===== config.mk =====
export PLATFORM = sky130hd
export DESIGN_NAME = inst_issue_queue
export DESIGN_NICKNAME = d
export VERILOG_FILES = /design/src/rtl/inst_issue_queue.sv
export SDC_FILE = /design/constraint.sdc
export NUM_CORES = 2
export LEC_CHECK = 0
export BUFFER_PORTS_ARGS = -buffer_cell sky130_fd_sc_hd__buf_2
export CAP_MARGIN = 20
export CORE_MARGIN = 4
export CORE_UTILIZATION = 35
export DETAILED_ROUTE_END_ITERATION = 6
export PLACE_DENSITY_LB_ADDON = 0.25
export REMOVE_ABC_BUFFERS = 1
export SLEW_MARGIN = 20
export SYNTH_ARGS = -nofsm -noshare
export SYNTH_HDL_FRONTEND = slang
export SYNTH_SLANG_ARGS = --single-unit

===== constraint.sdc =====
create_clock -name clk -period 20.3 [get_ports clk]
set_input_delay 1.015 -clock clk [delete_from_list [all_inputs] [get_ports clk]]
set_output_delay 1.015 -clock clk [all_outputs]
set_load 0.01 [all_outputs]

===== src/rtl/inst_issue_queue.sv =====
// inst_issue_queue: in-order instruction queue between fetch return and the
// dual-issue decoders. Accepts up to two fetched words per cycle, presents the
// two oldest entries, and retires one or two entries per cycle.
// Optional feature macro: IQ_REDIRECT_MATCH_EN. When defined, a redirect arms a
// PC matcher that discards stale fetch returns until the redirect target arrives.
module inst_issue_queue #(
  parameter int DEPTH       = 16,
  parameter int INST_W      = 32,
  parameter int PC_W        = 32,
  parameter int FULL_MARGIN = 2
) (
  input  logic                     clk,
  input  logic                     rst,
  input  logic                     flush_i,
  input  logic                     redirect_i,
  input  logic [PC_W-1:0]          redirect_pc_i,
  input  logic [1:0]               push_valid_i,
  input  logic [INST_W-1:0]        push_inst0_i,
  input  logic [INST_W-1:0]        push_inst1_i,
  input  logic [PC_W-1:0]          push_pc0_i,
  input  logic [PC_W-1:0]          push_pc1_i,
  input  logic                     pop_en_i,
  input  logic                     pop_dual_i,
  input  logic                     stall_i,
  output logic [1:0]               head_valid_o,
  output logic [INST_W-1:0]        head_inst0_o,
  output logic [INST_W-1:0]        head_inst1_o,
  output logic [PC_W-1:0]          head_pc0_o,
  output logic [PC_W-1:0]          head_pc1_o,
  output logic [$clog2(DEPTH):0]   count_o,
  output logic                     full_o,
  output logic                     empty_o,
  output logic                     overflow_o,
  output logic                     match_armed_o
);

  localparam int AW = $clog2(DEPTH);
  localparam int CW = AW + 1;

  logic [INST_W-1:0] inst_mem [DEPTH];
  logic [PC_W-1:0]   pc_mem   [DEPTH];

  logic [AW-1:0] head;
  logic [AW-1:0] tail;
  logic [AW-1:0] head_next_idx;
  logic [AW-1:0] tail_next_idx;
  logic [CW-1:0] count;
  logic          overflow;
  logic          flush;

  logic [1:0]        cand;
  logic [CW-1:0]     n_cand;
  logic [CW-1:0]     space;
  logic [CW-1:0]     n_push;
  logic [CW-1:0]     n_pop;
  logic              dropped;
  logic [INST_W-1:0] first_inst;
  logic [PC_W-1:0]   first_pc;

  // Redirect and flush both empty the queue; the matcher only differs in arming.
  assign flush         = flush_i | redirect_i;
  assign head_next_idx = head + AW'(1);
  assign tail_next_idx = tail + AW'(1);

`ifdef IQ_REDIRECT_MATCH_EN
  logic            armed;
  logic [PC_W-1:0] target;
  logic            match_hit;

  // While armed, discard slots older than the first one carrying the target PC.
  always_comb begin
    cand      = push_valid_i;
    match_hit = 1'b0;
    if (armed) begin
      if (push_valid_i[0] && (push_pc0_i == target)) begin
        cand      = push_valid_i;
        match_hit = 1'b1;
      end else if (push_valid_i[1] && (push_pc1_i == target)) begin
        cand      = 2'b10;
        match_hit = 1'b1;
      end else begin
        cand      = 2'b00;
      end
    end else begin
      cand = push_valid_i;
    end
  end

  // Arm on redirect (re-latching the target), disarm on plain flush or on a match.
  always_ff @(posedge clk) begin
    if (rst) begin
      armed  <= 1'b0;
      target <= {PC_W{1'b0}};
    end else if (redirect_i) begin
      armed  <= 1'b1;
      target <= redirect_pc_i;
    end else if (flush_i) begin
      armed  <= 1'b0;
    end else if (match_hit) begin
      armed  <= 1'b0;
    end
  end

  assign match_armed_o = armed;
`else
  logic unused_redirect_pc;

  assign cand               = push_valid_i;
  assign match_armed_o      = 1'b0;
  assign unused_redirect_pc = ^redirect_pc_i;
`endif

  // Count candidates, clamp to free space before this cycle's pop, clamp pops to count.
  always_comb begin
    n_cand  = CW'(cand[0]) + CW'(cand[1]);
    space   = CW'(DEPTH) - count;
    n_push  = (n_cand > space) ? space : n_cand;
    dropped = (n_cand > space);
    n_pop   = CW'(0);
    if (pop_en_i && !stall_i) begin
      n_pop = pop_dual_i ? CW'(2) : CW'(1);
    end else begin
      n_pop = CW'(0);
    end
    if (n_pop > count) begin
      n_pop = count;
    end else begin
      n_pop = n_pop;
    end
  end

  // Compaction: the oldest valid candidate goes to the tail; slot 1 follows only when both are valid.
  always_comb begin
    if (cand[0]) begin
      first_inst = push_inst0_i;
      first_pc   = push_pc0_i;
    end else begin
      first_inst = push_inst1_i;
      first_pc   = push_pc1_i;
    end
  end

  // Storage writes at tail and tail+1 (wrapping); storage itself needs no reset.
  always_ff @(posedge clk) begin
    if (!rst && !flush) begin
      if (n_push >= CW'(1)) begin
        inst_mem[tail] <= first_inst;
        pc_mem[tail]   <= first_pc;
      end
      if (n_push == CW'(2)) begin
        inst_mem[tail_next_idx] <= push_inst1_i;
        pc_mem[tail_next_idx]   <= push_pc1_i;
      end
    end
  end

  // Pointer, occupancy and sticky overflow state; flush outranks push and pop.
  always_ff @(posedge clk) begin
    if (rst) begin
      head     <= AW'(0);
      tail     <= AW'(0);
      count    <= CW'(0);
      overflow <= 1'b0;
    end else if (flush) begin
      head     <= AW'(0);
      tail     <= AW'(0);
      count    <= CW'(0);
      overflow <= 1'b0;
    end else begin
      head  <= head + n_pop[AW-1:0];
      tail  <= tail + n_push[AW-1:0];
      count <= count - n_pop + n_push;
      if (dropped) begin
        overflow <= 1'b1;
      end
    end
  end

  assign head_valid_o = {count >= CW'(2), count >= CW'(1)};
  assign count_o      = count;
  assign full_o       = (count >= CW'(DEPTH - FULL_MARGIN));
  assign empty_o      = (count == CW'(0));
  assign overflow_o   = overflow;

  // Head read-out at head and head+1; invalid positions read as zero.
  always_comb begin
    if (head_valid_o[0]) begin
      head_inst0_o = inst_mem[head];
      head_pc0_o   = pc_mem[head];
    end else begin
      head_inst0_o = {INST_W{1'b0}};
      head_pc0_o   = {PC_W{1'b0}};
    end
    if (head_valid_o[1]) begin
      head_inst1_o = inst_mem[head_next_idx];
      head_pc1_o   = pc_mem[head_next_idx];
    end else begin
      head_inst1_o = {INST_W{1'b0}};
      head_pc1_o   = {PC_W{1'b0}};
    end
  end

endmodule


; ---- Word-level counts from Yosys, hierarchy flattened
; Memory sizes are Yosys's and may differ from the RTL's. A register that Yosys moved wholly into a read port is not among the register bits.
; Cells that the tools add are included.
[word_totals]
reg_bits = 14
ram_bits = 1024
out_inout_bits = 139
word_cells = 47
memories = 2
[classes]
addsub = 8
n_lt_le_gt_ge = 6
n_eq_ne = 1
mux = 18
bitwise_logic = 1
reduce_logical = 7
[memory_table]
columns = memory, depth, word_bits, rd, rd_clocked_by_memory_dff, write_ports, line_no
row1 = inst_mem, 16, 32, 2, 1, 2, 40  ; logic [INST_W-1:0] inst_mem [DEPTH];
row2 = pc_mem, 16, 32, 2, 1, 2, 41  ; logic [PC_W-1:0] pc_mem [DEPTH];
[op_table]
columns = operator, count
row1 = 32-bit two-way mux, 6
row2 = 5-bit by 1-bit greater-or-equal comparator with 1-bit output (second input constant), 2
row3 = 5-bit two-way mux, 2
row4 = 4-bit by 1-bit adder with 4-bit output (second input constant), 2
row5 = 4-bit adder, 2
row6 = 4-bit two-way mux, 2
row7 = 1-bit two-way mux, 6
row8 = 5-bit adder, 1
row9 = 5-bit by 2-bit equality test with 1-bit output (second input constant), 1
row10 = 5-bit by 2-bit greater-or-equal comparator with 1-bit output (second input constant), 1
row11 = 5-bit by 4-bit greater-or-equal comparator with 1-bit output (second input constant), 1
row12 = 2-bit by 5-bit > comparator with 1-bit output, 1
row13 = 5-bit > comparator, 1
row14 = 5-bit logical NOT, 1
row15 = 5-bit subtractor, 1
row16 = 5-bit subtractor (first input constant), 1
row17 = 2-bit two-way mux, 2
row18 = 1-bit logical NOT, 3
row19 = 1-bit by 1-bit adder with 2-bit output, 1
row20 = 1-bit logical AND, 2
row21 = 2-bit OR reduction, 1
row22 = 1-bit OR, 1

; ---- Longest topological paths before layout
[depth]
word_depth = 7
ltp_mapped = 18
depth_no_buf = 17

; ---- Worst setup path after synthesis
; No wires, ideal clock.
[synth_timing]
kind = input-to-reg
from = input port push_valid_i[0]
to = memory inst_mem[0][0], enable pin
setup_time_ns = 0.574
arrival_ns = 7.156
required_time_ns = 19.726
slack_ns = 12.570
cell_stages = 8
path_cell_list = ha_1 -> inv_1 -> ha_1 -> a21boi_0 -> o221ai_2 -> nor2_2 -> mux2i_1 -> o21ai_0
[synth_lines]
columns = item, line_no
row1 = from (decl), 17  ; input logic [1:0] push_valid_i,
row2 = to (decl), 40

; ---- Final worst setup path
[layout_timing]
from = register head[0]
to = output port head_pc1_o[17]
[layout_between]
elab_chain_cells = 3
[layout_lines]
columns = item, line_no
row1 = from (decl), 43  ; logic [AW-1:0] head;
row2 = from (signal assigned), 170  ; head <= head + n_pop[AW-1:0];
row3 = 4-bit by 1-bit adder with 4-bit output, 62  ; assign head_next_idx = head + AW'(1);
row4 = memory read 16 x 32 bit, n/a
row5 = 32-bit two-way mux, 194  ; if (head_valid_o[1]) begin
row6 = to (decl), 29  ; output logic [PC_W-1:0] head_pc1_o,
; Every way passes these cells.

==> impl_results.md <==
- Reg-to-reg setup timing slack: 14.24 ns
- Placed Area: 66000 µm²
- Seq/Total Area, Yosys: 49.5%
- DRC Markers: 0
- Worst setup EP type: output port
- IO Count: 308
- Vias: 37300
- Core Box Area: 178000 µm²
- Headroom to the max-slew limit: 22.3%
- H-tree depth: 3
- Max-cap violations: 0
- Setup WS post-layout: 13.67 ns
- Clock slew at reported path FFs: 0.06 ns
- CTS tree: done
- Final setup viols: 0
- Commonest non-fill, non-tap cell in the layout: edfxtp_1
- Pre-CTS worst setup slack: 14.03 ns
- Worst hold stages: 2
- HPWL after DPL: 113000 µm
- Post-CTS resize count: 0
- CP Launch Type: flop
- First-pass GRT wire length: 294000 µm
- Final setup TNS: 0 ns
- Syn-to-layout area delta: 11.0%
- Layout Nets: 3904
- Async SR Flop Fraction: 0%
- Main synth FF type: edfxtp_1
- Period utilisation layout: 32.7%
- Largest net degree at the start of global routing: 130
- FF-to-FF path depth: 12
- DR iter-0 viols: 3598
- Worst R2R End: pc_mem[15][29]$_DFFE_PP_
- Mapped Avg Cell Area: 17.2 µm²
- Initial Util: 35.2%
- Endpoint, Worst Hold: overflow_o$_SDFFE_PP0N_
- Gr ovfl total: 0
- Post-CTS setup-driven buffer insertion count: 0
- Die width: 431 µm
- Slew @ Worst Pin: 1.17 ns
- Max-slew violation count: 0
- Tot Pwr: 5.20 mW
- RSZ-0062 raised after global routing: no
- Pre-antenna DRT Iters: 5
- Chip Height: 431 µm
- Hold crit path type: reg2reg
- Min Clock Period, post-route: 6.63 ns
- DR WL/cell: 34.2 µm
- Die ar.: 186000 µm²
- Cts bufs inserted: 116
- Port bufs: 274
- Routed vias/inst: 6.04
- Clock Skew: 0.0141 ns
- Worst r2r src: count_o[0]$_SDFF_PP0_
- Root Buffer: clkbuf_16
- Share of layout cells above drive strength 1: 58.3%
- Placer Congestion: 0.739
- Syn. warnings: 0
- Max Freq: 0.151 GHz
- Mapped cell area: 62700 µm²
- Post-synth EDFFs: 1024
- Most frequent cells in the layout: edfxtp_1, mux2_2, mux4_2
- Critical path class: reg2out
- GR Util All Layers: 22.3%
- Worst EP required: 19.29 ns
- DRT Wirelength: 211000 µm
- # hold bufs at CTS: 0
- Crit path arrival time: 5.61 ns
- Clk buf depth: 3
- PD cells: 74.7 nW/µm²
- # rows: 155
- Min-delay src: overflow_o$_SDFFE_PP0N_
- Worst-Skew Late Latency: 0.75 ns
- Library cells used by synthesis: 56
- Clock sink count: 1038
- Synth Instances: 3649
- Vias in the first global route: 38300
- Leak: 22.4 nW
- Flops & latches, synth: 1038
- ANT nets after route: 0
- CP Max Fanout: 59
- Status: finished, final reports clean
- Final hold violation count: 0
- Post-layout instance area: 69600 µm²
- Initial antenna violation count: 30
- Maximum vdd drop: 0.0730 mV
-- synth_stat cells, types with 5 or more instances --
cell type / n / area share [%]
edfxtp_1: 1024 / 49
mux2_2: 941 / 17
mux4_2: 576 / 21
clkbuf_1: 238 / 1.4
nor2b_1: 135 / 1.3
a211oi_1: 128 / 1.5
mux2_4: 120 / 2.9
buf_2: 99 / 0.79
mux2i_1: 69 / 1.1
buf_6: 43 / 0.77
buf_1: 30 / 0.18
mux2_1: 27 / 0.48
a21oi_1: 23 / 0.18
ha_1: 23 / 0.46
buf_4: 19 / 0.23
nor2_1: 17 / 0.10
dfxtp_1: 14 / 0.45
inv_1: 14 / 0.084
nor3_1: 13 / 0.10
and2_1: 8 / 0.080
o21ai_0: 7 / 0.056
a21o_1: 6 / 0.072
nand2_1: 6 / 0.036
nand3_1: 6 / 0.048
xnor2_1: 5 / 0.070
xor2_1: 5 / 0.070
-- layer usage --
layer | up-vias | global-route usage [%] | share of wire (%)
li1 | 15200 | - | -
met1 | 20200 | 30.4 | 42
met2 | 1483 | 36.2 | 48
met3 | 325 | 3.30 | 6.6
met4 | 4 | 8.35 | 3.8
met5 | - | 0 | 0.012
-- where the power goes --
| part | total, mW | internal (mW) | leakage, nW | switching, mW |
|---|---|---|---|---|
| sequential | 2.43 | 2.41 | 9.33 | 0.0161 |
| combinational | 0.731 | 0.308 | 11.3 | 0.423 |
| clock | 2.04 | 1.14 | 1.74 | 0.904 |
-- worst max path at each step --
stage               slack, ns               start  cells past startpoint                    endpoint
floorplan               -7.62  head[0]$_SDFF_PP0_                      4             head_inst1_o[0]
finish                  13.67  head[0]$_SDFF_PP0_                      8              head_pc1_o[17]
global placement        13.86     push_valid_i[0]                     11  inst_mem[13][11]$_DFFE_PP_
CTS                     13.44  head[0]$_SDFF_PP0_                      8              head_pc1_o[17]
global route            13.25  head[0]$_SDFF_PP0_                      8              head_pc1_o[17]
detailed placement      14.03     push_valid_i[0]                     12   inst_mem[6][11]$_DFFE_PP_
-- flip-flops by register name, summed over array words and instances, names as in the netlist --
name,cells
count_o,5
head,4
inst_mem,512
overflow_o,1
pc_mem,512
tail,4
-- cells by family (layout without fill, tap and decap cells) --
family / after synthesis / count (layout) / share of synthesized area, %
simple gates: 207 / 207 / 1.97
other cells: 1 / 17 / 0.00598
xor+xnor: 10 / 10 / 0.140
fa+ha+maj: 27 / 27 / 0.587
compound gates: 190 / 190 / 2.27
buf+inv: 443 / 591 / 3.48
mux: 1733 / 1733 / 42.1
flops: 1038 / 1038 / 49.5
-- through the flow --
| stage | instances | util [%] | hold WS [ns] |
|---|---|---|---|
| after floorplan | 3224 | - | 0.505 |
| after global placement | 5944 | 37.0 | 0.466 |
| after detailed placement | 5945 | 37.0 | 0.476 |
| after CTS | 6156 | 39.0 | 0.495 |
| after global routing | 6163 | 39.0 | 0.523 |
| final | 6168 | 39.1 | 0.490 |
-- final cells by class --
type / count / area, µm²
diodes: 12 / 30.0
multi-input cells: 2172 / 29900
flip-flops and latches: 1038 / 31000
well taps: 2355 / 2950
fillers: 16200 / 109000
clock buffers: 140 / 3010
repair buffers: 366 / 2120
clock inverters: 71 / 543
inverters: 14 / 52.6
-- worst max-delay path, stage by stage (launching register included) --
cell	delay [ns]
dfxtp_4	0.84
buf_4	0.89
buf_4	0.75
buf_4	0.77
mux4_2	0.35
nor2b_1	0.13
a211oi_1	0.07
a211oi_1	0.69
buf_2	0.26
Note: power is estimated with default switching activity, not from simulation.
